===== src/rtl/alu_seq_pkg.sv =====
// alu_seq_pkg: op-select encoding, FSM states and op classification for alu_seq (macro ALU_SEQ_DIV_EN enables DIV)
package alu_seq_pkg;
    localparam logic [2:0] OP_ADD = 3'b000;
    localparam logic [2:0] OP_SUB = 3'b001;
    localparam logic [2:0] OP_MUL = 3'b010;
    localparam logic [2:0] OP_AND = 3'b011;
    localparam logic [2:0] OP_OR  = 3'b100;
    localparam logic [2:0] OP_XOR = 3'b101;
    localparam logic [2:0] OP_DIV = 3'b110;
    localparam logic [2:0] OP_RSV = 3'b111;

    typedef enum logic {ST_IDLE, ST_CALC} state_t;

    function automatic logic is_iter_op(input logic [2:0] f);
`ifdef ALU_SEQ_DIV_EN
        return f == OP_MUL || f == OP_DIV;
`else
        return f == OP_MUL;
`endif
    endfunction
endpackage


===== src/rtl/alu_seq_iter.sv =====
// alu_seq_iter: one-step-per-cycle shift-add multiplier, plus restoring divider when ALU_SEQ_DIV_EN is defined
module alu_seq_iter #(
    parameter int WIDTH = 4
) (
    input  logic               Clk,
    input  logic               Rst,
    input  logic               go,
    input  logic               mode,
    input  logic [WIDTH-1:0]   a,
    input  logic [WIDTH-1:0]   b,
    output logic               done,
    output logic [2*WIDTH-1:0] result
);
    localparam int CW = $clog2(WIDTH);
    localparam logic [CW-1:0] LAST = CW'(WIDTH - 1);

    logic [2*WIDTH-1:0] prod, prod_nx;
    logic [WIDTH-1:0]   m;
    logic [CW-1:0]      cnt;
    logic               run, start;
    logic [WIDTH:0]     sum;
`ifdef ALU_SEQ_DIV_EN
    logic               div_r, ge;
    logic [WIDTH:0]     shifted;
    logic [WIDTH-1:0]   rem;
    assign start = go;
`else
    assign start = go && !mode;
`endif

    assign done = run && cnt == LAST;

    // One partial product (or one quotient bit) per cycle; result is the value the final step produces
    always_comb begin
        sum = {1'b0, prod[2*WIDTH-1:WIDTH]} + {1'b0, prod[0] ? m : {WIDTH{1'b0}}};
        prod_nx = {sum, prod[WIDTH-1:1]};
        result = prod_nx;
`ifdef ALU_SEQ_DIV_EN
        shifted = {prod[2*WIDTH-1:WIDTH], prod[WIDTH-1]};
        ge = shifted >= {1'b0, m};
        rem = ge ? shifted[WIDTH-1:0] - m : shifted[WIDTH-1:0];
        prod_nx = div_r ? {rem, prod[WIDTH-2:0], ge} : prod_nx;
        result = div_r && m == '0 ? '1 : prod_nx;
`endif
    end

    // Load operands on go, then step until the last iteration completes
    always_ff @(posedge Clk) begin
        if (!Rst) begin
            run  <= 1'b0;
            cnt  <= '0;
            prod <= '0;
            m    <= '0;
`ifdef ALU_SEQ_DIV_EN
            div_r <= 1'b0;
`endif
        end else if (start) begin
            run  <= 1'b1;
            cnt  <= '0;
`ifdef ALU_SEQ_DIV_EN
            div_r <= mode;
            m    <= mode ? b : a;
            prod <= {{WIDTH{1'b0}}, mode ? a : b};
`else
            m    <= a;
            prod <= {{WIDTH{1'b0}}, b};
`endif
        end else if (run) begin
            prod <= prod_nx;
            cnt  <= cnt + 1'b1;
            run  <= !done;
        end
    end
endmodule


===== src/rtl/alu_seq.sv =====
// alu_seq: registered ALU with Start/Busy/Done handshake and iterative MUL (DIV when ALU_SEQ_DIV_EN is defined)
module alu_seq
    import alu_seq_pkg::*;
#(
    parameter int WIDTH = 4
) (
    input  logic               Clk,
    input  logic               Rst,
    input  logic               Start,
    input  logic [WIDTH-1:0]   A,
    input  logic [WIDTH-1:0]   B,
    input  logic [2:0]         Fsel,
    output logic               Busy,
    output logic               Done,
    output logic               Err,
    output logic [2*WIDTH-1:0] O
);
    state_t             state, state_nx;
    logic               accept, iter_go, iter_mode, iter_done, iter_err, sc_err;
    logic [2*WIDTH-1:0] sc_o, iter_result;
    logic [WIDTH:0]     sum, diff;

    assign Busy = state == ST_CALC;
    assign iter_mode = Fsel == OP_DIV;

    alu_seq_iter #(.WIDTH(WIDTH)) u_iter (
        .Clk(Clk),
        .Rst(Rst),
        .go(iter_go),
        .mode(iter_mode),
        .a(A),
        .b(B),
        .done(iter_done),
        .result(iter_result)
    );

    // Requests are taken only when idle; iterative ops park the FSM in CALC until the datapath finishes
    always_comb begin
        accept = Start && state == ST_IDLE;
        iter_go = accept && is_iter_op(Fsel);
        state_nx = iter_go ? ST_CALC : (state == ST_CALC && iter_done) ? ST_IDLE : state;
    end

    // State register
    always_ff @(posedge Clk) begin
        state <= !Rst ? ST_IDLE : state_nx;
    end

    // Single-cycle results; carry/borrow lands in bit WIDTH, anything unlisted is illegal
    always_comb begin
        sum = {1'b0, A} + {1'b0, B};
        diff = {1'b0, A} - {1'b0, B};
        sc_err = !(Fsel inside {OP_ADD, OP_SUB, OP_AND, OP_OR, OP_XOR});
        sc_o = Fsel == OP_ADD ? {{(WIDTH-1){1'b0}}, sum}
             : Fsel == OP_SUB ? {{(WIDTH-1){1'b0}}, diff}
             : Fsel == OP_AND ? {{WIDTH{1'b0}}, A & B}
             : Fsel == OP_OR  ? {{WIDTH{1'b0}}, A | B}
             : Fsel == OP_XOR ? {{WIDTH{1'b0}}, A ^ B}
             : '0;
    end

`ifdef ALU_SEQ_DIV_EN
    logic zero_r;
    // Remember a zero divisor so the divide reports Err when it finishes
    always_ff @(posedge Clk) begin
        zero_r <= !Rst ? 1'b0 : iter_go ? (iter_mode && B == '0) : zero_r;
    end
    assign iter_err = zero_r;
`else
    assign iter_err = 1'b0;
`endif

    // Output registers: O/Err held between Done pulses, Done high only on a completing edge
    always_ff @(posedge Clk) begin
        if (!Rst) begin
            O    <= '0;
            Err  <= 1'b0;
            Done <= 1'b0;
        end else if (accept && !iter_go) begin
            O    <= sc_o;
            Err  <= sc_err;
            Done <= 1'b1;
        end else if (state == ST_CALC && iter_done) begin
            O    <= iter_result;
            Err  <= iter_err;
            Done <= 1'b1;
        end else begin
            Done <= 1'b0;
        end
    end
endmodule


===== config.mk =====
export PLATFORM = sky130hd
export DESIGN_NAME = alu_seq
export DESIGN_NICKNAME = d
export VERILOG_FILES = /design/src/rtl/alu_seq_pkg.sv /design/src/rtl/alu_seq_iter.sv /design/src/rtl/alu_seq.sv
export SDC_FILE = /design/constraint.sdc
export NUM_CORES = 1
export LEC_CHECK = 0
export ABC_CLOCK_PERIOD_IN_PS = 2250
export CORE_ASPECT_RATIO = 0.75
export CORE_MARGIN = 2
export CORE_UTILIZATION = 54
export DETAILED_ROUTE_END_ITERATION = 10
export PLACE_DENSITY = 0.79
export SETUP_SLACK_MARGIN = 0.1
export SLEW_MARGIN = 10
export SYNTH_ARGS = -nofsm -noshare
export SYNTH_HDL_FRONTEND = slang
export SYNTH_SLANG_ARGS = --single-unit

===== constraint.sdc =====
create_clock -name Clk -period 2.25 [get_ports Clk]
set_input_delay 0.45 -clock Clk [delete_from_list [all_inputs] [get_ports Clk]]
set_output_delay 0.45 -clock Clk [all_outputs]
set_load 0.005 [all_outputs]

# --- Word level (Yosys, flattened, before mapping) ---
# Index checks and enable logic that the tools add are counted.
op_classes:
  n_addsub: 4
  n_eq_ne: 7
  mux: 17
  bitwise_logic: 5
  n_reduce_logical: 16
ops:
  columns: ["operator", "n"]
  rows:
  - ["4-bit two-way mux", 6]
  - ["8-bit two-way mux", 2]
  - ["4-bit by 4-bit adder with 5-bit output", 2]
  - ["5-bit two-way mux", 2]
  - ["3-bit == test, second input constant", 3]
  - ["1-bit two-way mux", 7]
  - ["3-bit by 2-bit == test with 1-bit output, second input constant", 2]
  - ["1-bit logical AND", 6]
  - ["2-bit nonzero test", 3]
  - ["5-bit nonzero test", 1]
  - ["4-bit by 4-bit subtractor with 5-bit output", 1]
  - ["4-bit bitwise AND", 1]
  - ["1-bit logical NOT", 4]
  - ["4-bit bitwise OR", 1]
  - ["4-bit bitwise XOR", 1]
  - ["3-bit by 1-bit == test with 1-bit output, second input constant", 1]
  - ["3-bit logical NOT", 1]
  - ["2-bit by 1-bit adder with 2-bit output, second input constant", 1]
  - ["2-bit == test, second input constant", 1]
  - ["1-bit NOT", 2]
  - ["2-bit OR reduction", 1]
word_totals:
  regBits: 26
  in_bits: 14
  out_inout_bits: 11
  word_cells: 58

# --- Logic depth before layout (Yosys ltp) ---
depth:
  ltp_word: 7
  mapped_depth: 8
  depth_no_buf: 8

# --- Hierarchy ---
# A second synthesis with hierarchy kept.
unflattened:
  hier_cells: 223
  hier_area_um2: 1901.8
modules_own_cells:
  columns: ["module", "n_inst", "cells_per_inst", "area_each_um2", "seq_area_each_um2"]
  rows:
  - ["alu_seq", 1, 131, 1054.8, 220.2]
  - ["alu_seq_iter", 1, 92, 847.1, 300.3]

# --- Least setup slack after synthesis ---
# No wires, ideal clock.
synth_timing:
  path_kind: "input to register"
  startpoint: "input port A[0]"
  endpoint: "register O[2]"
  setup_time_ns: 0.128
  t_arrival_ns: 1.705
  required_time_ns: 2.122
  path_slack_ns: 0.417
  stages: 7
  n_path_buf: 0
  cell_sequence: "inv_1 -> ha_1 -> fa_1 -> and2_1 -> or3_1 -> nand3_1 -> a311oi_1"
synth_via:
  elab_chain_len: 4
  elab_cells_between_ends: 5
  classes_between: "2 x add/sub; 3 x mux"
synth_rtl:
  columns: ["item", "line_no", "source"]
  rows:
  - ["start: declaration", "alu_seq.sv:10", "input logic [WIDTH-1:0] A,"]
  - ["4-bit by 4-bit subtractor with 5-bit output", "alu_seq.sv:52", "diff = {1'b0, A} - {1'b0, B};"]
  - ["5-bit two-way mux", "alu_seq.sv:55", ": Fsel == OP_SUB ? {{(WIDTH-1){1'b0}}, diff}"]
  - ["5-bit two-way mux *", "alu_seq.sv:54", "sc_o = Fsel == OP_ADD ? {{(WIDTH-1){1'b0}}, sum}"]
  - ["8-bit two-way mux *", "alu_seq.sv:79", "end else if (accept && !iter_go) begin"]
  - ["end signal: assignment", "alu_seq.sv:80", "O <= sc_o;"]
  - ["end signal: assignment", "alu_seq.sv:84", "O <= iter_result;"]
  - ["end: declaration", "alu_seq.sv:16", "output logic [2*WIDTH-1:0] O"]
# Mark *: on every way between the ends. The rest lies on a longest branch, timed or not.
# A chain may end at the register's enable or synchronous reset.

# --- Worst setup path after layout ---
layout_timing:
  startpoint: "input port A[1]"
  endpoint: "register O[3]"
# The elaborated chain is that of the path after synthesis.

==> results.json <==
{
  "status": "complete, no violations",
  "via_count": 1600,
  "hold_path.class": "reg2reg",
  "path_cells": "clkdlybuf4s50_1 > inv_1 > buf_4 > ha_1 > nor2_1 > nor4b_2 > nor3_1 > o31ai_2",
  "use_met3": 0.0524,
  "start_util": 0.554,
  "gr-usage-all-layers": 0.240,
  "async_flop_share": 0,
  "worst_setup_path_end_kind": "register",
  "finClkSkew_ps": 5.35,
  "setup-violations-final": 0,
  "grtUsageMet2": 0.371,
  "power_density_mw_per_mm2": 450,
  "drive_gt1_frac": 0.147,
  "min_period_ps": 2000,
  "maxCapViolCount": 0,
  "critPathBufInv": 3,
  "r2r_start": "u_iter.prod[0]$_SDFFE_PN0P_",
  "critPathLaunchType": "primary input",
  "hold_violations": 0,
  "critPathMaxFanout": 3,
  "cpPeakStageDelay_ps": 470,
  "avgSynthCellArea_sq_um": 8.58,
  "cts_htree_levels": 1,
  "cts_tree": "yes",
  "gp_congestion": 0.997,
  "ant_nets": 0,
  "clock-sinks": 26,
  "grt_pass1_vias": 1451,
  "timing.final.crit_share": 0.888,
  "syn_inst": 208,
  "initialDrtViolationCount": 77,
  "maxSlewHeadroom": 0.662,
  "final_cells": 285,
  "peakVddDrop_uv": 319,
  "worst_pin_slew_ps": 507,
  "clkTransAtPathRegs_ps": 90,
  "cts_root_buffer": "clkbuf_8",
  "required_ps": 2440,
  "cp_slowest_cell": "clkdlybuf4s50_1",
  "synth_top_cell_by_area": "dfxtp_1",
  "cp_data_arrival_time_ps": 2190,
  "n_antenna_cell": 0,
  "n_fill_cell": 274,
  "ys_warn_count": 0,
  "crit_family": "buffers and inverters",
  "cts_buffers": 3,
  "rsz0062_at_grt": "false",
  "place_inst": 282,
  "endpoint": "O[3]$_SDFFE_PN0P_",
  "synth-edff-count": 0,
  "grt_max_degree": 17,
  "fp-row-count": 18,
  "r2r_end": "u_iter.prod[7]$_SDFFE_PP0P_",
  "dieWidth_microns": 70.4,
  "p_leak_uw": 0.000928,
  "ctsHoldBuffers": 0,
  "max_freq_ghz": 0.501,
  "ys.flop_type": "dfxtp_1",
  "grt_busiest_layer": "met2",
  "drcViolationCount": 0,
  "areaGrowthSynthToFinish_pct": 23.5,
  "ys_top_cells_by_area": "dfxtp_1 29%, ha_1 12%, a21oi_1 4.2%",
  "ys_types": 48,
  "reg2reg_slack_ps": 470,
  "setup.worst_path.start": "A[1]",
  "core_sq_mm": 0.00322,
  "finalWirelength_mm": 4.33,
  "nets": 281,
  "clockBufferDepth": 2,
  "post-dp-hpwl_mm": 3.48,
  "path_depth": 8,
  "gr-usage-met1": 0.352,
  "worst_r2r_path_depth": 8,
  "yosysTopAreaCellShare": 0.292,
  "drt-wirelength-per-cell_microns": 15.2,
  "clock_latency_ps": 270,
  "worstHoldPathCells": 2,
  "syn_nets": 242,
  "total_power_uw": 992,
  "gr-total-overflow": 0,
  "antenna_found_initial": 0,
  "grt_pass1_wl_mm": 6.96,
  "firstDrtPassIters": 4,
  "ys_ff_latch": 26,
  "die_y_microns": 53.8,
  "final_max_slew_viol_count": 0,
  "critical_path_class": "in2reg",
  "boundaryPins": 25,
  "io_buffers": 24,
  "netlist_area_sq_mm": 0.00179,
  "yosysSeqAreaShare": 0.292,
  "dieArea_sq_mm": 0.00379,
  "routed_via_density": 5.61
}
Yosys cell counts (3+ instances only):
library cell / number
a211oi_1: 7
a21oi_1: 15
and2_1: 4
buf_2: 5
buf_6: 4
dfxtp_1: 26
fa_1: 3
ha_1: 17
inv_1: 16
mux2i_1: 6
nand2_1: 13
nand2b_1: 8
nand3_1: 14
nand3b_1: 3
nor2_1: 16
nor2b_1: 5
nor3_1: 3
o21ai_0: 8
how the worst min path moves through the flow:
stage / slack [ps] / from / to
after floorplan: 430 / u_iter.m[0]$_SDFFE_PN0P_ / u_iter.m[0]$_SDFFE_PN0P_
after global placement: 450 / u_iter.m[2]$_SDFFE_PN0P_ / u_iter.m[2]$_SDFFE_PN0P_
after detailed placement: 440 / u_iter.m[2]$_SDFFE_PN0P_ / u_iter.m[2]$_SDFFE_PN0P_
after CTS: 460 / u_iter.m[2]$_SDFFE_PN0P_ / u_iter.m[2]$_SDFFE_PN0P_
after global routing: 470 / u_iter.m[0]$_SDFFE_PN0P_ / u_iter.m[0]$_SDFFE_PN0P_
final: 460 / u_iter.m[2]$_SDFFE_PN0P_ / u_iter.m[2]$_SDFFE_PN0P_
per-layer routing:
layer	routed length (microns)	part of all wire	vias up
met5	0	0	-
met2	1860	0.43	52
met3	275	0.063	4
met4	19	0.0044	0
met1	2170	0.50	741
li1	-	-	803
logic make-up after synthesis:
family,share of synthesized area
buffers and inverters,0.0834
flip-flops,0.292
AND/OR/NAND/NOR,0.230
XOR/XNOR,0.0147
AO/OA/AOI/OAI,0.188
multiplexers,0.0399
adder cells (fa/ha/maj),0.153
final cells by class:
| type | instances | area (sq um) | area share |
|---|---|---|---|
| Multi-Input combinational cell | 154 | 1120 | 0.508 |
| Sequential cell | 26 | 520 | 0.236 |
| Clock buffer | 3 | 41.3 | 0.0187 |
| Tap cell | 40 | 50.0 | 0.0227 |
| Inverter | 16 | 60.1 | 0.0272 |
| Timing Repair Buffer | 46 | 413 | 0.187 |
flip-flops by register name, indices dropped and copies added (netlist names):
register	cells
u_iter.cnt	2
Err	1
u_iter.run	1
Done	1
Busy	1
u_iter.prod	8
O	8
u_iter.m	4
worst reg2reg max path, cell delays in order (launching register included):
cell and delay [ps]:
dfxtp_1 380, and2_1 170, ha_1 180, inv_1 60
fa_1 400, nor2b_1 130, o21a_1 130, nor2_1 40
a211oi_1 210
power breakdown:
| part | switching [uW] | internal (uW) |
|---|---|---|
| Combinational | 118 | 125 |
| Sequential | 12.8 | 477 |
| Clock | 140 | 120 |
timing repair:
| item | CTS | global route |
|---|---|---|
| buffers inserted | 0 | 0 |
| pin swaps | 0 | 2 |
| endpoints found under the setup margin | 1 | 3 |
| gates resized for setup | 1 | 4 |
stage by stage:
stage               hold WS, ps  utilization  setup TNS, ps  area [sq um]  worst slack (ps)
floorplan                   432            -              0          1790               417
global placement            446        0.668           -407          2150              -169
detailed placement          444        0.668           -540          2150              -194
CTS                         456        0.682              0          2200               130
global route                474        0.685              0          2210               108
finish                      457        0.685              0          2210               253
layout by cell type (no fill, tap or decap), types with 2 or more instances in the layout:
cell type,Yosys,routed
clkbuf_8,0,3
inv_1,16,16
buf_4,2,22
dlymetal6s2s_1,0,3
nand3b_1,3,3
ha_1,17,15
nand3_1,14,14
clkdlybuf4s50_1,0,21
nor2_1,16,16
nand2b_1,8,8
a21oi_1,15,15
o21a_1,2,2
fa_1,3,3
nor3b_1,2,2
ha_2,0,2
nor2b_1,5,5
xnor2_1,2,2
and2_1,4,4
dfxtp_1,26,26
mux2i_1,6,6
nor3_1,3,3
nand2_1,13,13
o22ai_1,2,2
a211oi_1,7,7
o21ai_0,8,8
No activity file was read; power rests on OpenSTA's default activity.
